[src/rtl/pipelinestages_pkg.sv]
// Shared pipeline-register layouts and stage FSM encodings for the in-order core.
// ex_mem_t/mem_wb_t are the EX/MEM and MEM/WB register contents.
package pipelinestages_pkg;

  typedef struct packed {
    logic        valid;
    logic [31:0] alu_result;
    logic [31:0] rs2;
    logic [4:0]  rd;
    logic        reg_write;
    logic        mem_read;
    logic        mem_write;
    logic        mem_to_reg;
  } ex_mem_t;

  typedef struct packed {
    logic        valid;
    logic [31:0] alu_or_mem_val;
    logic [4:0]  rd;
    logic        reg_write;
  } mem_wb_t;

  typedef enum logic {
    MEM_IDLE = 1'b0,
    MEM_WAIT = 1'b1
  } mem_state_e;

endpackage

[src/rtl/mem_stage.sv]
// MEM stage: word data-memory access, MEM/WB register one cycle after completion.
// Stalls upstream combinationally while a request waits on dmem_ready_i; MEM_ALIGN_CHECK_EN adds misalign trapping.
module mem_stage
  import pipelinestages_pkg::*;
(
  input  logic        clk,
  input  logic        rst_n,
  input  ex_mem_t     ex_mem_i,
  output logic        stall_o,
  output mem_wb_t     mem_wb_o,
  output logic        dmem_req_o,
  output logic        dmem_we_o,
  output logic [31:0] dmem_addr_o,
  output logic [31:0] dmem_wdata_o,
  input  logic [31:0] dmem_rdata_i,
  input  logic        dmem_ready_i
`ifdef MEM_ALIGN_CHECK_EN
  ,
  output logic        misalign_err_o
`endif
);

  mem_state_e  state_q, state_d;
  mem_wb_t     wb_d;

  logic [31:0] lat_alu_q, lat_wdata_q;
  logic [4:0]  lat_rd_q;
  logic        lat_we_q, lat_reg_write_q, lat_mem_to_reg_q;

  logic [31:0] cur_alu, cur_wdata;
  logic [4:0]  cur_rd;
  logic        cur_we, cur_rw, cur_m2r;
  logic        is_mem, misalign, complete, latch_en;

  always_comb begin
    is_mem = ex_mem_i.valid && (ex_mem_i.mem_read || ex_mem_i.mem_write);
`ifdef MEM_ALIGN_CHECK_EN
    misalign = is_mem && (ex_mem_i.alu_result[1:0] != 2'b00);
`else
    misalign = 1'b0;
`endif
  end

  // Source of the access: live EX/MEM contents in IDLE, the held copy in WAIT.
  always_comb begin
    cur_alu   = ex_mem_i.alu_result;
    cur_wdata = ex_mem_i.rs2;
    cur_we    = ex_mem_i.mem_write;
    cur_rd    = ex_mem_i.rd;
    cur_rw    = ex_mem_i.reg_write && !(ex_mem_i.mem_read && ex_mem_i.mem_write);
    cur_m2r   = ex_mem_i.mem_to_reg && is_mem;
    if (state_q == MEM_WAIT) begin
      cur_alu   = lat_alu_q;
      cur_wdata = lat_wdata_q;
      cur_we    = lat_we_q;
      cur_rd    = lat_rd_q;
      cur_rw    = lat_reg_write_q;
      cur_m2r   = lat_mem_to_reg_q;
    end
  end

  always_comb begin
    state_d    = state_q;
    wb_d       = '0;
    dmem_req_o = 1'b0;
    stall_o    = 1'b0;
    complete   = 1'b0;
    latch_en   = 1'b0;
    case (state_q)
      MEM_IDLE: begin
        if (ex_mem_i.valid && !misalign) begin
          if (!is_mem) begin
            complete = 1'b1;
          end else begin
            dmem_req_o = 1'b1;
            if (dmem_ready_i) begin
              complete = 1'b1;
            end else begin
              stall_o  = 1'b1;
              latch_en = 1'b1;
              state_d  = MEM_WAIT;
            end
          end
        end
      end
      MEM_WAIT: begin
        dmem_req_o = 1'b1;
        if (dmem_ready_i) begin
          complete = 1'b1;
          state_d  = MEM_IDLE;
        end else begin
          stall_o = 1'b1;
        end
      end
    endcase
    if (complete) begin
      wb_d.valid          = 1'b1;
      wb_d.alu_or_mem_val = cur_m2r ? dmem_rdata_i : cur_alu;
      wb_d.rd             = cur_rd;
      wb_d.reg_write      = cur_rw && (cur_rd != 5'd0);
    end
    // Nothing may reach memory or freeze the pipe while held in reset.
    if (!rst_n) begin
      dmem_req_o = 1'b0;
      stall_o    = 1'b0;
    end
  end

  assign dmem_we_o    = cur_we;
  assign dmem_wdata_o = cur_wdata;
`ifdef MEM_ALIGN_CHECK_EN
  assign dmem_addr_o  = cur_alu;
`else
  assign dmem_addr_o  = {cur_alu[31:2], 2'b00};
`endif

  always_ff @(posedge clk or negedge rst_n) begin
    if (!rst_n) begin
      state_q  <= MEM_IDLE;
      mem_wb_o <= '0;
    end else begin
      state_q  <= state_d;
      mem_wb_o <= wb_d;
    end
  end

  always_ff @(posedge clk or negedge rst_n) begin
    if (!rst_n) begin
      lat_alu_q        <= '0;
      lat_wdata_q      <= '0;
      lat_rd_q         <= '0;
      lat_we_q         <= 1'b0;
      lat_reg_write_q  <= 1'b0;
      lat_mem_to_reg_q <= 1'b0;
    end else if (latch_en) begin
      lat_alu_q        <= cur_alu;
      lat_wdata_q      <= cur_wdata;
      lat_rd_q         <= cur_rd;
      lat_we_q         <= cur_we;
      lat_reg_write_q  <= cur_rw;
      lat_mem_to_reg_q <= cur_m2r;
    end
  end

`ifdef MEM_ALIGN_CHECK_EN
  always_ff @(posedge clk or negedge rst_n) begin
    if (!rst_n) misalign_err_o <= 1'b0;
    else        misalign_err_o <= misalign && (state_q == MEM_IDLE);
  end
`endif

endmodule
[config.mk]
export PLATFORM = sky130hd
export DESIGN_NAME = mem_stage
export DESIGN_NICKNAME = d
export VERILOG_FILES = /design/src/rtl/pipelinestages_pkg.sv /design/src/rtl/mem_stage.sv
export SDC_FILE = /design/constraint.sdc
export NUM_CORES = 1
export LEC_CHECK = 0
export CAP_MARGIN = 40
export CORE_MARGIN = 4
export CORE_UTILIZATION = 50
export DETAILED_ROUTE_END_ITERATION = 8
export GPL_ROUTABILITY_DRIVEN = 0
export GPL_TIMING_DRIVEN = 0
export PLACE_DENSITY = 0.91
export SLEW_MARGIN = 20
export SYNTH_ARGS = -nofsm -noshare
export SYNTH_HDL_FRONTEND = slang
export SYNTH_SLANG_ARGS = --single-unit
[constraint.sdc]
create_clock -name clk -period 3.3 [get_ports clk]
set_clock_uncertainty 0.05 [all_clocks]
set_input_delay 0.99 -clock clk [delete_from_list [all_inputs] [get_ports clk]]
set_output_delay 0.99 -clock clk [all_outputs]
set_load 0.02 [all_outputs]
* After elaboration in Yosys (flattened, before gate mapping)
Index checks and enable logic that the tools add are counted.
** Cells by class
- Mux-type cells :: 22
- Bitwise operators :: 1
- Reductions and logical operators :: 8
** Operators by type and width (number)
- $mux 32 :: 3
- $mux 39 :: 1
- $mux 1 :: 14
- $pmux 1 s2 :: 3
- $logic_and 1x1->1 :: 5
- $mux 5 :: 1
- $reduce_bool 5->1 :: 1
- $logic_not 1->1 :: 1
- $logic_or 1x1->1 :: 1
- $not 1->1 :: 1
** Word-level totals
- Flip-flop bits (word level) :: 112
- Input bits :: 109
- Output and inout port bits :: 106
- Word-level logic and storage cells :: 42

* Depth between registers and ports, before layout
Gate-level depths: netlist of the first run.
- Depth in word-level cells :: 6
- Depth in mapped cells :: 6
- Depth with buffers taken out :: 3

* Least setup slack after synthesis of the first run
No wires, ideal clock.
- Path kind :: input to output
- From :: input ex_mem_i[2] (netlist name)
- To :: output stall_o
- Arrival :: 1.870 ns
- Data required time :: 2.260 ns
- Setup slack :: 0.390 ns
- Stages on the path :: 4
- Buffers on the path :: 1
- Path through :: buf_2 -> o21ai_1 -> nor2b_1 -> nor3b_1
** Between the ends
- Cells in the longest elaborated chain, start to end :: 6
** Ends and longest elaborated chain
- from (decl) :: line mem_stage.sv:8 : input ex_mem_t ex_mem_i,
- $logic_or 1x1->1 :: line mem_stage.sv:36 : is_mem = ex_mem_i.valid && (ex_mem_i.mem_read || ex_mem_i.mem_write);
- $logic_and 1x1->1 :: line mem_stage.sv:36
- $mux 1 :: line mem_stage.sv:72 : if (!is_mem) begin
- $mux 1 :: line mem_stage.sv:71 : if (ex_mem_i.valid && !misalign) begin
- $pmux 1 s2 :: line mem_stage.sv:69 : case (state_q)
- $mux 1 :: line mem_stage.sv:103 : if (!rst_n) begin
- to (decl) :: line mem_stage.sv:9 : output logic stall_o,
No other way between the ends.

* Final worst setup path of the first run
- From :: input ex_mem_i[20] (netlist name)
- To :: output dmem_wdata_o[11]
** Between the ends
- Cells in the longest elaborated chain, start to end :: 1
** Ends and longest elaborated chain
- $mux 32 :: line mem_stage.sv:52 : if (state_q == MEM_WAIT) begin
- to (decl) :: line mem_stage.sv:14 : output logic [31:0] dmem_wdata_o,
No other way between the ends.

==> key figures, run 1 <==
Status
  • Status: finished, final reports clean

Cells and area
  • Sequential cell area: 2800 sq um
  • Nets: 826
  • Layout cells sized above 1: 0.299
  • Area Growth Syn to Fin: 41.6%
  • Filler Cells Inserted: 876
  • Finished Layout Cells: 895
  • Area occupied by multi-input gates: 3120 sq um

STA
  • Final setup margin: 0.0251 ns
  • Fmax: 0.305 GHz
  • RSZ-0062 raised after global routing: false
  • Final setup fails: 0
  • Min cycle time layout: 3.27 ns
  • Final period utilization: 0.992
  • Slew headroom: 0.569
  • TNS Setup: 0 ns
  • Slew of the pin with the lowest slew margin: 0.646 ns
  • Final Hold Vio Count: 0
  • Slew Viols, Final: 0

Worst setup path
  • CP startpoint: ex_mem_i[20]
  • Crit path top cell by count: clkdlybuf4s50_1
  • Worst reg2reg path depth: 5
  • WS Path Type: in2out
  • CP startpoint kind: input pin
  • Worst-path fanout max: 2
  • Capture point of the worst reg-to-reg path: mem_wb_o[29]
  • Buf/Inv on CP: 2
  • FF-to-FF Start: state_q
  • Crit. path cell count: 3
  • Slowest Stage Delay on Critical Path: 0.54 ns
  • Critical path data required time: 2.26 ns
  • Slowest CP cell: clkdlybuf4s50_1
  • CP Capture Type: primary output
  • Worst EP arrival: 2.23 ns
  • Critical path endpoint: dmem_wdata_o[11]
  • Flop-to-flop setup slack: 1.11 ns
  • Ordered cell list for the critical path: clkdlybuf4s50_1 -> mux2_2 -> clkdlybuf4s50_1
  • Critical path's top delay family: buffers and inverters

Logic synthesis
  • Xor-xnor portion of the synthesized cell area: 0
  • Adder-cell share of the synthesized area: 0
  • Largest cells by area after synthesis: dfrtp_1 (44%), mux2_4 (16%), mux2_2 (11%), a211oi_1 (7.0%), mux2i_1 (5.9%)
  • Mux cell area share after synthesis: 0.329
  • Largest family of logic cells by synthesized area: multiplexers
  • Synth Area in Compound Gates: 0.137
  • Async SR Flop Fraction: 1.00
  • Post-synth EDFFs: 0
  • Gate Count Post-Synth: 494
  • Yosys reg bits: 112
  • Synth area leader: dfrtp_1
  • Post-synth top cells: dfrtp_1 (112), mux2_4 (67), mux2_2 (65), a211oi_1 (60), mux2i_1 (38)
  • Post-Synth Simple-Gate Area: 0.0175
  • Ys Warns: 0
  • Area share of the largest cell type after synthesis: 0.435
  • Mapped Avg Cell Area: 13.0 sq um
  • Sequential-to-total area share from yosys stat: 0.435
  • Ys flop type: dfrtp_1
  • Top-count cell post-synth: dfrtp_1
  • Mapped Area: 6440 sq um
  • Distinct cells, synth: 32

Global routing
  • First-pass GRT wire length: 29.4 mm
  • Largest net degree at the start of global routing: 59
  • Grt met1 use: 0.318
  • Met3 usage: 0.0443
  • Antenna violations before repair: 1
  • Met2 usage: 0.442
  • Total gr overflow: 0
  • Vias in the first global route: 5524
  • Gr usage total: 0.255
  • GRT busiest layer: met2

Pwr
  • Gate power share: 0.362
  • PD cells: 544 nW/um^2
  • Net switching fraction of the power: 0.304
  • Psw: 1.51 mW
  • Clock share of power: 0.258
  • Internal Power: 3.45 mW
  • Maximum VDD drop: 0.000273 V
  • Cell leakage power: 4.05 nW
  • Sequential Power Share: 0.380

Routing
  • Drt first pass iters: 4
  • Detail Route Antenna Nets: 0
  • Detailed-route DRC error count: 0
  • Drt initial violations: 374
  • Wire per inst: 21.3 um
  • Via count: 5106
  • Detailed-route vias per instance: 5.71
  • Overall routed net length: 19.0 mm

Floorplanning
  • Chip Height: 122 um
  • Die area: 14800 sq um
  • Initial Util: 0.511
  • Row count: 41
  • IO Pins: 215
  • Die width: 122 um
  • Core ar.: 12600 sq um

Clock network
  • Clock slew at reported path FFs: 0.08 ns
  • # clock sinks: 112
  • Root buffer cell: clkbuf_16
  • CTS tree: built
  • Number of hold buffers added after CTS: 0
  • Bufs on Longest Clock Path: 2
  • CTS HTree Levels: 3
  • Post-CTS Setup Bufs: 0
  • Worst skew pair latency: 0.34 ns
  • Total CTS buffers: 9

Flow run
  • Max Cap Violations: 0

Placed design
  • Post-Place Cells: 878
  • Post-place setup slack: -0.492 ns
  • Post-DP HPWL: 14.0 mm
  • I/O Buffers: 210

Min path
  • Hold Path Class: reg2reg
==> power by group through the flow <==
stage               combinational, mW  sequential (mW)  clock, mW
global route                     1.90             1.93       1.34
detailed placement               1.83             1.90          0
global placement                 1.77             1.87          0
finish                           1.79             1.89       1.28
floorplan                        1.10             1.90          0
CTS                              1.80             1.88       1.29
==> metrics by stage <==
step | instance area (sq um) | hold slack, ns | util | total power, mW
6_report | 9120 | 0.462 | 0.723 | 4.96
5_1_grt | 9120 | 0.471 | 0.723 | 5.17
4_1_cts | 9110 | 0.459 | 0.722 | 4.97
3_5_place_dp | 8790 | 0.440 | 0.697 | 3.73
3_3_place_gp | 8760 | 0.432 | 0.694 | 3.64
2_1_floorplan | 6450 | 0.424 | - | 3.00
==> routing by layer <==
metal	share of wire	wire, um	vias up
met5	0	0	-
met4	0.027	505	0
met3	0.063	1200	42
met2	0.51	9670	233
met1	0.40	7670	2553
li1	-	-	2278
==> logic make-up (layout without fill, tap and decap cells) <==
group	count (synthesis)	count (layout)
AOI/OAI and AO/OA	103	103
and+or+nand+nor	22	22
buffers and inverters	86	313
muxes	170	170
DFF	112	112
other	1	3
==> placed cells by master, fill, tap and decap left out, types with 21 or more instances in the layout <==
master / netlist / routed
clkdlybuf4s50_1: 0 / 172
o2111a_1: 29 / 29
dlygate4sd2_1: 0 / 31
buf_4: 34 / 34
mux2_2: 65 / 65
clkbuf_1: 22 / 21
mux2i_1: 38 / 38
dfrtp_1: 112 / 112
a211oi_1: 60 / 60
mux2_4: 67 / 67
==> registers in the layout, indices dropped and copies added (netlist names) <==
name and count:
lat_mem_to_reg_q 1, lat_reg_write_q 1, mem_wb_o 39, lat_alu_q 32
lat_rd_q 5, lat_wdata_q 32, lat_we_q 1, state_q 1
==> how the worst min path moves through the flow <==
stage,startpoint,end,depth (start not counted)
after floorplan,lat_we_q,lat_we_q,1
after global placement,lat_we_q,lat_we_q,1
after detailed placement,lat_wdata_q[21],lat_wdata_q[21],1
after CTS,lat_wdata_q[21],lat_wdata_q[21],1
after global routing,lat_wdata_q[6],lat_wdata_q[6],1
final,lat_wdata_q[21],lat_wdata_q[21],1
==> timing repair <==
action | in CTS | in global routing
endpoints found under the setup margin | 33 | 5
endpoints found under the hold margin | 0 | 0
gates resized for setup | 40 | 5
pin swaps | 0 | 0
==> layout make-up <==
cell class	count	area share
flip-flops and latches	112	0.307
plain buffers	81	0.0555
clock inverters	7	0.0139
clock buffers	9	0.0247
multi-input cells	297	0.342
diodes	1	0.000274
inverters	5	0.00206
repair buffers	211	0.231
well taps	172	0.0236
Power figures use the tool's default switching activity.
==> inputs of run 2 (changes only) <==
clock period = 4 ns   (was 3.3 ns; I/O delays follow)
==> key figures, run 2 (synthesis results as in run 1) <==
Worst setup path
  • Worst-path fanout max: 5
  • CP startpoint kind: input pin
  • Worst EP arrival: 2.67 ns
  • FF-to-FF Start: state_q
  • Worst reg2reg path depth: 5
  • WS Path Type: in2out
  • Flop-to-flop setup slack: 1.83 ns
  • Critical path data required time: 2.75 ns
  • Capture point of the worst reg-to-reg path: mem_wb_o[33]
  • CP Capture Type: primary output

Cells and area
  • Final Instance Area: 9150 sq um
  • Layout cells sized above 1: 0.294
  • Largest Register: mem_wb_o
  • Area Growth Syn to Fin: 41.9%
  • Largest regs: mem_wb_o: 39 flops, lat_alu_q: 32 flops, lat_wdata_q: 32 flops
  • Most common cell after layout, fill and taps aside: clkdlybuf4s50_1
  • Nets: 826
  • Max reg flops: 39
  • Filler Cells Inserted: 860
  • Finished Layout Cells: 895
  • Commonest cells after routing, fill and taps aside: clkdlybuf4s50_1 (207), dfrtp_1 (112), mux2_4 (67)

Clock network
  • CTS HTree Levels: 3
  • CTS tree: built
  • # resized after CTS: 2
  • Clock slew at reported path FFs: 0.08 ns
  • Worst skew pair latency: 0.35 ns
  • # clock sinks: 112
  • Bufs on Longest Clock Path: 2
  • Post-CTS Setup Bufs: 0
  • Number of hold buffers added after CTS: 0
  • Root buffer cell: clkbuf_16
  • Total CTS buffers: 9

Pwr
  • Maximum VDD drop: 0.000234 V
  • PD cells: 452 nW/um^2
  • Cell leakage power: 3.96 nW

Routing
  • Detailed-route vias per instance: 5.67
  • Drt first pass iters: 4
  • Overall routed net length: 18.9 mm
  • Met1 WL: 7.63 mm
  • Detail Route Antenna Nets: 0
  • Detailed-route DRC error count: 0
  • Uppermost layer routed: met4
  • Metal3 WL: 1.10 mm
  • Via count: 5073
  • WL met2: 9.63 mm
  • Wire per inst: 21.2 um
  • Drt initial violations: 328

Placed design
  • Area after DPL: 8790 sq um
  • Post-Place Cells: 878
  • I/O Buffers: 210
  • Post-DP HPWL: 14.0 mm

Floorplanning
  • Core ar.: 12600 sq um
  • IO Pins: 215
  • Chip Height: 122 um
  • Row count: 41
  • Die area: 14800 sq um
  • Initial Util: 0.511
  • Die width: 122 um

Min path
  • Hold Path Depth: 1
  • Worst Hold End: lat_wdata_q[17]
  • Worst hold path startpoint: lat_wdata_q[17]
  • Hold Path Class: reg2reg

Global routing
  • Total gr overflow: 0
  • Vias in the first global route: 5523
  • First-pass GRT wire length: 29.4 mm
  • Gr usage total: 0.255
  • Antenna violations before repair: 1
  • Largest net degree at the start of global routing: 59

STA
  • Fmax: 0.255 GHz
  • Min cycle time layout: 3.92 ns
  • RSZ-0062 raised after global routing: false
  • Final period utilization: 0.981
  • Slew of the pin with the lowest slew margin: 0.640 ns
  • Final Hold Vio Count: 0
  • Hold_ws: 0.461 ns
  • TNS Setup: 0 ns
  • Final setup fails: 0
  • Slew Viols, Final: 0
  • Slew headroom: 0.573

Flow run
  • Max Cap Violations: 0

Status
  • Status: finished, final reports clean
==> run 2: cell count changes in the layout (fill, tap and decap cells not counted), sizes merged <==
cell | before | now
clkdlybuf4s50 | 172 | 207
dlygate4sd2 | 31 | 1
dlymetal6s2s | 4 | 0
buf | 62 | 61
clkbuf | 30 | 31
clkdlybuf4s15 | 2 | 1
==> run 2: worst max-delay path, cell delays in order <==
cell	delay (ns)
clkdlybuf4s50_1	0.59
o21ai_1	0.15
nor2b_1	0.20
nor3b_1	0.19
clkdlybuf4s15_1	0.33
==> run 2: worst max path at each step <==
| stage | startpoint | endpoint | slack [ns] | cells after the start |
|---|---|---|---|---|
| floorplan | ex_mem_i[2] | stall_o | 0.67 | 4 |
| global placement | rst_n | stall_o | -3.62 | 3 |
| detailed placement | ex_mem_i[73] | stall_o | -0.21 | 5 |
| CTS | ex_mem_i[73] | stall_o | 0.07 | 5 |
| global route | ex_mem_i[73] | stall_o | 0.004 | 5 |
| finish | ex_mem_i[73] | stall_o | 0.08 | 5 |
==> run 2: layout make-up <==
| type | instances | area, sq um | share of cell area |
|---|---|---|---|
| multi-input cells | 297 | 3120 | 0.341 |
| well taps | 172 | 215 | 0.0235 |
| clock inverters | 7 | 126 | 0.0138 |
| clock buffers | 9 | 225 | 0.0246 |
| diodes | 1 | 2.50 | 0.000274 |
| repair buffers | 211 | 2130 | 0.233 |
| plain buffers | 81 | 505 | 0.0553 |
| inverters | 5 | 18.8 | 0.00205 |
| flip-flops and latches | 112 | 2800 | 0.306 |
==> run 2: report_power, final <==
part	switching [mW]	total (mW)	leakage (nW)	internal [mW]
logic	0.642	1.52	2.42	0.874
clock network	0.440	1.06	0.168	0.621
registers	0.166	1.56	1.38	1.39
total	1.25	4.13	3.96	2.88
==> run 2: metrics by stage <==
| step | utilization | power, mW | worst slack, ns |
|---|---|---|---|
| detailed placement | 0.697 | 3.08 | -0.212 |
| finish | 0.725 | 4.13 | 0.0761 |
| floorplan | - | 2.48 | 0.670 |
| CTS | 0.724 | 4.14 | 0.0685 |
| global placement | 0.694 | 3.00 | -3.62 |
| global route | 0.725 | 4.30 | 0.00383 |
==> run 2: metal layers <==
layer  up-vias  GRT usage
met5         -          0
met1      2554      0.318
met2       199      0.442
met4         0     0.0973
li1       2275          -
met3        45     0.0443
==> inputs of run 3 (changes only) <==
CORE_UTILIZATION = 40   (was 50)
PLACE_DENSITY = 0.76   (was 0.91)
==> key figures, run 3 (synthesis results as in run 1) <==
Routing
  • Via count: 4961
  • Detailed-route vias per instance: 5.29
  • Overall routed net length: 19.0 mm
  • Wire per inst: 20.2 um
  • Drt initial violations: 234
  • Detail Route Antenna Nets: 0
  • Drt first pass iters: 4
  • Detailed-route DRC error count: 0

Worst setup path
  • Critical path data required time: 2.75 ns
  • CP startpoint kind: input pin
  • WS Path Type: in2out
  • Worst EP arrival: 2.66 ns
  • Slowest CP cell: clkdlybuf4s50_1
  • Slowest Stage Delay on Critical Path: 0.59 ns
  • Critical path's top delay family: buffers and inverters
  • Ordered cell list for the critical path: clkdlybuf4s50_1 -> o21ai_1 -> nor2b_1 -> nor3b_1 -> clkdlybuf4s15_1
  • Buf/Inv on CP: 2
  • CP Capture Type: primary output
  • Worst-path fanout max: 5

Pwr
  • PD cells: 441 nW/um^2
  • Maximum VDD drop: 0.000199 V
  • Cell leakage power: 3.95 nW

Cells and area
  • Largest Register: mem_wb_o
  • Commonest cells after routing, fill and taps aside: clkdlybuf4s50_1 (207), dfrtp_1 (112), mux2_4 (67)
  • Area Growth Syn to Fin: 42.3%
  • Filler Cells Inserted: 1301
  • Most common cell after layout, fill and taps aside: clkdlybuf4s50_1
  • Nets: 826
  • Largest regs: mem_wb_o: 39 flops, lat_alu_q: 32 flops, lat_wdata_q: 32 flops
  • Max reg flops: 39
  • Sequential cell area: 2800 sq um
  • Layout cells sized above 1: 0.295
  • Final core occ: 0.579
  • ANT cells: 0
  • Final Instance Area: 9170 sq um
  • Area occupied by multi-input gates: 3120 sq um

Placed design
  • Post-place setup slack: -0.212 ns
  • Post-DP HPWL: 14.0 mm
  • I/O Buffers: 210
  • Area after DPL: 8850 sq um

Global routing
  • Total gr overflow: 0
  • Gr usage total: 0.209
  • Vias in the first global route: 5482
  • Largest net degree at the start of global routing: 63
  • First-pass GRT wire length: 30.1 mm
  • Antenna violations before repair: 0

Floorplanning
  • Core ar.: 15800 sq um
  • Row count: 46
  • Initial Util: 0.407
  • Die width: 135 um
  • Die area: 18200 sq um
  • Chip Height: 135 um
  • IO Pins: 215

Status
  • Status: finished, final reports clean

STA
  • Slew of the pin with the lowest slew margin: 0.653 ns
  • Final setup fails: 0
  • Min cycle time layout: 3.91 ns
  • Slew headroom: 0.565
  • Final Hold Vio Count: 0
  • TNS Setup: 0 ns
  • Slew Viols, Final: 0
  • Final setup margin: 0.0898 ns
  • RSZ-0062 raised after global routing: false
  • Final period utilization: 0.978
  • Fmax: 0.256 GHz

Clock network
  • Worst skew pair latency: 0.36 ns
  • Post-CTS Setup Bufs: 0
  • Clock slew at reported path FFs: 0.07 ns
  • # clock sinks: 112
  • Bufs on Longest Clock Path: 2
  • CTS tree: built
  • Root buffer cell: clkbuf_16
  • Total CTS buffers: 9
  • CTS HTree Levels: 3

Min path
  • Hold Path Class: reg2reg

Flow run
  • Max Cap Violations: 0
==> run 3: worst register-to-register path: cells and delay by family, from the launching register on <==
family / cells / cell delay (ns)
buffers and inverters: 4 / 1.57
flip-flops: 1 / 0.34
AO/OA/AOI/OAI: 1 / 0.19
==> run 3: final timing paths <==
kind | from | to | slack [ns] | depth (start not counted)
min | lat_wdata_q[2] | lat_wdata_q[2] | 0.46 | 1
min reg2reg | lat_wdata_q[2] | lat_wdata_q[2] | 0.46 | 1
max in group asynchronous | rst_n | mem_wb_o[16] | 2.45 | 2
max reg2reg | state_q | mem_wb_o[27] | 1.71 | 5
min in group asynchronous | rst_n | lat_wdata_q[21] | 0.77 | 1
max | ex_mem_i[73] | stall_o | 0.09 | 5
==> run 3: cell type report <==
type,count,share of cell area
Multi-Input combinational cell,297,0.340
Sequential cell,112,0.306
Timing Repair Buffer,211,0.232
Buffer,81,0.0553
Tap cell,216,0.0295
Clock buffer,9,0.0246
Clock inverter,7,0.0104
Inverter,5,0.00205
==> run 3: metrics by stage <==
stage	hold WS [ns]	std cells	power (mW)
after floorplan	0.424	495	2.48
after global placement	0.432	921	3.02
after detailed placement	0.439	922	3.07
after CTS	0.461	938	4.08
after global routing	0.478	938	4.25
final	0.459	938	4.05
==> run 3: metal layers <==
metal / wire, um / global-route usage / vias up
met4: 354 / 0.0701 / 0
li1: - / - / 2282
met5: 0 / 0 / -
met2: 9520 / 0.360 / 158
met1: 8100 / 0.259 / 2496
met3: 991 / 0.0481 / 25
==> run 3: power breakdown <==
group	leakage [nW]	total, mW	internal (mW)	switching (mW)
Sequential	1.38	1.55	1.39	0.161
Clock	0.156	0.993	0.551	0.442
Combinational	2.42	1.50	0.873	0.630
Total	3.95	4.05	2.81	1.23
==> run 3: timing repair <==
item / 4_1_cts / 5_1_grt
endpoints found under the setup margin: 2 / 2
hold buffers: 0 / 0
gates resized for setup: 2 / 3
